$ cat config.mk
export PLATFORM = sky130hd
export DESIGN_NAME = bin_to_bcd_seq
export DESIGN_NICKNAME = d
export VERILOG_FILES = /design/src/rtl/cpu_pkg.sv /design/src/rtl/dd_adjust.sv /design/src/rtl/bin_to_bcd_seq.sv
export SDC_FILE = /design/constraint.sdc
export NUM_CORES = 1
export LEC_CHECK = 0
export CAP_MARGIN = 0
export CORE_MARGIN = 2
export CORE_UTILIZATION = 30
export DETAILED_ROUTE_END_ITERATION = 10
export GPL_TIMING_DRIVEN = 0
export PLACE_DENSITY = 0.51
export SETUP_SLACK_MARGIN = 0.02
export SYNTH_ARGS = -nofsm -noshare
export SYNTH_HDL_FRONTEND = slang
export SYNTH_HIERARCHICAL = 1
export SYNTH_SLANG_ARGS = --single-unit
$ cat constraint.sdc
create_clock -name cpu_clk -period 2.2 [get_ports cpu_clk]
set_clock_uncertainty 0.1 [all_clocks]
set_input_delay 0.44 -clock cpu_clk [delete_from_list [all_inputs] [get_ports cpu_clk]]
set_output_delay 0.44 -clock cpu_clk [all_outputs]
set_load 0.03 [all_outputs]
$ cat src/rtl/cpu_pkg.sv
// Shared types for the binary-to-BCD display path.
// Digit type and converter FSM state encoding.
package cpu_pkg;

  typedef logic [3:0] bcd_digit_t;

  typedef enum logic [1:0] {
    IDLE,
    SHIFT,
    DONE
  } bcd_state_t;

endpackage

$ cat src/rtl/dd_adjust.sv
// Double-dabble nibble correction.
// Adds 3 to a BCD digit of 5 or more ahead of the shift.
module dd_adjust
  import cpu_pkg::*;
(
  input  bcd_digit_t d,
  output bcd_digit_t q
);

  always_comb begin
    q = d;
    if (d >= 4'd5)
      q = d + 4'd3;
  end

endmodule

$ cat src/rtl/bin_to_bcd_seq.sv
// Sequential double-dabble binary-to-BCD converter.
// One shift-and-adjust step per cycle; result held between dones.
module bin_to_bcd_seq
  import cpu_pkg::*;
#(
  parameter int WIDTH  = 8,
  parameter int DIGITS = 4
) (
  input  logic                  cpu_clk,
  input  logic                  rst,
  input  logic                  start,
  input  logic [WIDTH-1:0]      bin,
  input  logic                  signed_mode,
  output logic                  busy,
  output logic                  done,
  output logic [4*DIGITS-1:0]   bcd,
  output logic                  neg,
  output logic                  overflow
);

  localparam int NW = 4 * (DIGITS + 1);
  localparam int SW = NW + 1;
  localparam int CW = $clog2(WIDTH + 1);

  bcd_state_t       state;
  bcd_state_t       state_nxt;
  logic [WIDTH-1:0] binreg;
  logic [WIDTH-1:0] mag;
  logic [SW-1:0]    scr;
  logic [NW-1:0]    scr_adj;
  logic [SW-1:0]    scr_nxt;
  logic [CW-1:0]    cnt;
  logic             neg_cap;
  logic             accept;
  logic             last;

  for (genvar g = 0; g <= DIGITS; g++) begin : g_adj
    dd_adjust u_adj (
      .d(scr[4*g +: 4]),
      .q(scr_adj[4*g +: 4])
    );
  end

  // Carry bit is sticky so a bit shifted past it still flags overflow.
  assign scr_nxt = {scr_adj[NW-1] | scr[SW-1],
                    scr_adj[NW-2:0],
                    binreg[WIDTH-1]};

  assign mag    = (signed_mode && bin[WIDTH-1]) ? -bin : bin;
  assign accept = start && (state == IDLE || state == DONE);
  assign last   = (state == SHIFT) && (cnt == CW'(1));
  assign busy   = (state == SHIFT);
  assign done   = (state == DONE);

  always_ff @(posedge cpu_clk or posedge rst) begin
    if (rst)
      state <= IDLE;
    else
      state <= state_nxt;
  end

  always_comb begin
    state_nxt = state;
    unique case (state)
      IDLE:    if (start) state_nxt = SHIFT;
      SHIFT:   if (last) state_nxt = DONE;
      DONE:    state_nxt = start ? SHIFT : IDLE;
      default: state_nxt = IDLE;
    endcase
  end

  always_ff @(posedge cpu_clk or posedge rst) begin
    if (rst) begin
      binreg   <= '0;
      scr      <= '0;
      cnt      <= '0;
      neg_cap  <= 1'b0;
      bcd      <= '0;
      neg      <= 1'b0;
      overflow <= 1'b0;
    end else if (accept) begin
      binreg  <= mag;
      scr     <= '0;
      cnt     <= CW'(WIDTH);
      neg_cap <= signed_mode & bin[WIDTH-1];
    end else if (state == SHIFT) begin
      binreg <= binreg << 1;
      scr    <= scr_nxt;
      cnt    <= cnt - 1'b1;
      if (last) begin
        bcd      <= scr_nxt[4*DIGITS-1:0];
        neg      <= neg_cap;
        overflow <= |scr_nxt[SW-1:4*DIGITS];
      end
    end
  end

endmodule

==> metrics.md <==
| Metric | Value |
|---|---|
| Startpoint Class | flip-flop |
| Filler cell count | 935 |
| Syn. warnings | 6 |
| WL met3 | 202 um |
| Worst VDD drop | 579 uV |
| Starting Density | 30.5% |
| RSZ-0062 raised after global routing | yes |
| Clock Sinks | 54 |
| CP Max Fanout | 5 |
| Final wirelength | 5.37 mm |
| Global-route wire length before repair | 9.69 mm |
| Main flop type after synthesis | dfrtp_1 |
| WP data required | 2.28 ns |
| Max H-tree Level | 2 |
| Metal2 WL | 2.35 mm |
| Vias in the first global route | 2,005 |
| Leak | 1.52 nW |
| Num ports | 32 |
| Synthesis-to-layout area growth | 19.8% |
| Synth top area share | 48.7% |
| HPWL after detailed placement | 3.90 mm |
| Area of the mapped netlist | 2770 um2 |
| Share of layout cells above drive strength 1 | 15.2% |
| GRT Total Usage | 12.1% |
| Synthesized area per cell | 10.5 um2 |
| Top cells by area, synth | dfrtp_1 49%, mux2_2 7.3%, a22o_1 6.3% |
| Gr ovfl total | 0 |
| Setup-failing EPs final | 0 |
| Num CTS Buffers | 5 |
| CTS tree | built |
| Max Slew Vio Count | 0 |
| Final ANT Viol Nets | 0 |
| Longest Clk Path Bufs | 2 |
| Tightest Pin Transition | 0.596 ns |
| Synth Register Bits | 54 |
| Post-synthesis sequential area ratio | 48.7% |
| Ant diodes | 0 |
| DR vias/cell | 4.76 |
| Max incr delay on CP | 0.55 ns |
| Final net count | 327 |
| Initial antenna violation count | 0 |
| Metal-1 WL | 2.77 mm |
| Worst setup margin | 0.110 ns |
| Slew headroom | 59.7% |
| Synth unique cells | 38 |
| EDFF count, synth | 0 |
| Most frequent cells in the layout | 53 x dfrtp_1, 41 x nand2_1, 29 x clkdlybuf4s50_1 |
| Crit path capture type | flip-flop |
| Most common cell after layout, fill and taps aside | dfrtp_1 |
| Hold Slack | 0.337 ns |
| First-pass DRT Iterations | 4 |
| Highest routed metal layer | met4 |
| Power per cell area | 1480 nW/um2 |
| Worst-path cell chain | ha_1 > nand2b_1 > a21oi_2 > xnor2_1 > or4_1 > nor3_2 > o21ai_0 |
| # Max-Cap Violations | 0 |
| Worst min-delay path class | input pin to async pin |
| Status | finished clean |
| Clock transition at the registers of the reported paths | 0.09 ns |
| Post-synth top area cell | dfrtp_1 |
| Drc violations | 0 |
| Fin. Hold Viols | 0 |
| Die W | 100 um |
| Asr flop ratio synth | 100% |
| Mapped Cells | 264 |
| Iteration-0 DRC Markers | 51 |
| Cts hold-fix bufs | 0 |
| Core area | 9110 um2 |
| Max Clk Rate | 478 MHz |
| Final Critical Period | 2.09 ns |
| Clock Latency Late Sink | 0.30 ns |
| Via Count | 1,965 |
| Syn Nets | 289 |
| Largest net degree at the start of global routing | 39 |
| Critical Path AT | 2.17 ns |
| Fin crit share | 95.0% |
| Gpl congestion | 0.787 |
| Place WS | -0.135 ns |
| Post-CTS Setup Inserts | 0 |
| Clock Tree Root | clkbuf_8 |
| Crit-path slowest cell | or4_1 |
| Port buffer count | 31 |
| WL per Instance | 13.0 um |
| Rows | 35 |
| Die Y | 100 um |
| Setup CP Type | flip-flop to flip-flop |
| Die area | 10,000 um2 |
kinds of logic (layout without fill, tap and decap cells):
family | Yosys count | after routing | synth area share [%]
buf+inv | 27 | 65 | 4.87
xor+xnor | 10 | 10 | 3.16
compound gates | 56 | 56 | 14.5
mux | 23 | 23 | 9.11
flops | 54 | 54 | 48.7
simple gates | 81 | 81 | 13.8
fa+ha+maj | 13 | 13 | 5.86
worst max-delay path: cells and delay by family (launching register included):
family	cells	cell delay, ns
AO/OA/AOI/OAI	2	0.29
XOR/XNOR	1	0.11
adder cells (fa/ha/maj)	1	0.19
flip-flops	1	0.45
AND/OR/NAND/NOR	3	0.83
through the flow:
stage / power (W) / setup TNS (ns) / instances / cell area [um2] / utilization (%)
3_5_place_dp: 0.00446 / -0.172 / 407 / 3240 / 35.6
3_3_place_gp: 0.00440 / -43.41 / 406 / 3220 / 35.4
2_1_floorplan: 0.00368 / 0 / 264 / 2770 / -
5_1_grt: 0.00540 / 0 / 413 / 3320 / 36.5
4_1_cts: 0.00501 / 0 / 414 / 3320 / 36.5
6_report: 0.00492 / 0 / 413 / 3320 / 36.5
final timing paths:
path / startpoint / end / slack [ns] / depth (start not counted)
worst max-delay path: scr[16] / overflow / 0.11 / 7
worst min-delay path: rst / bcd[12] / 0.34 / 2
worst max register to register: scr[16] / overflow / 0.11 / 7
worst min register to register: binreg[0] / binreg[0] / 0.40 / 2
max in group asynchronous: rst / scr[16] / 1.12 / 3
min in group cpu_clk: binreg[0] / binreg[0] / 0.40 / 2
power breakdown:
group / total (W) / leakage, nW / internal (W) / switching, W
logic: 0.00260 / 0.803 / 0.00122 / 0.00138
registers: 0.00179 / 0.681 / 0.00144 / 0.000349
clock network: 0.000534 / 0.0373 / 0.000219 / 0.000315
synthesized netlist by cell type, types with 4 or more instances:
master / number
a21oi_1: 5
a21oi_2: 5
a22o_1: 20
and3_1: 4
buf_2: 5
dfrtp_1: 54
ha_1: 13
inv_1: 16
mux2_2: 18
mux2i_1: 5
nand2_1: 41
nand2b_1: 12
nor2_1: 11
o21ai_0: 12
o21ai_1: 5
xnor2_1: 9
final cells by class:
type / instances / area [um2] / area share, %
Buffer: 9 / 58.8 / 1.77
Tap cell: 111 / 139 / 4.18
Inverter: 17 / 68.8 / 2.07
Timing Repair Buffer: 32 / 330 / 9.94
Sequential cell: 54 / 1350 / 40.7
Clock buffer: 6 / 72.6 / 2.18
Multi-Input combinational cell: 183 / 1290 / 39.0
Clock inverter: 1 / 7.51 / 0.226
what timing repair did:
action,4_1_cts,5_1_grt
resized for setup,6,5
pin swaps,0,1
setup endpoints to repair,1,3
routing by layer:
layer | vias up | GRT usage, %
met1 | 938 | 16.7
met3 | 4 | 2.51
met5 | - | 0
met2 | 36 | 19.3
li1 | 987 | -
met4 | 0 | 3.48
registers in the layout, summed over array words and instances, names as in the netlist:
name,flops
neg,1
scr,21
cnt,4
neg_cap,1
binreg,8
bcd,16
overflow,1
state,2
Note: power is estimated with default switching activity, not from simulation.
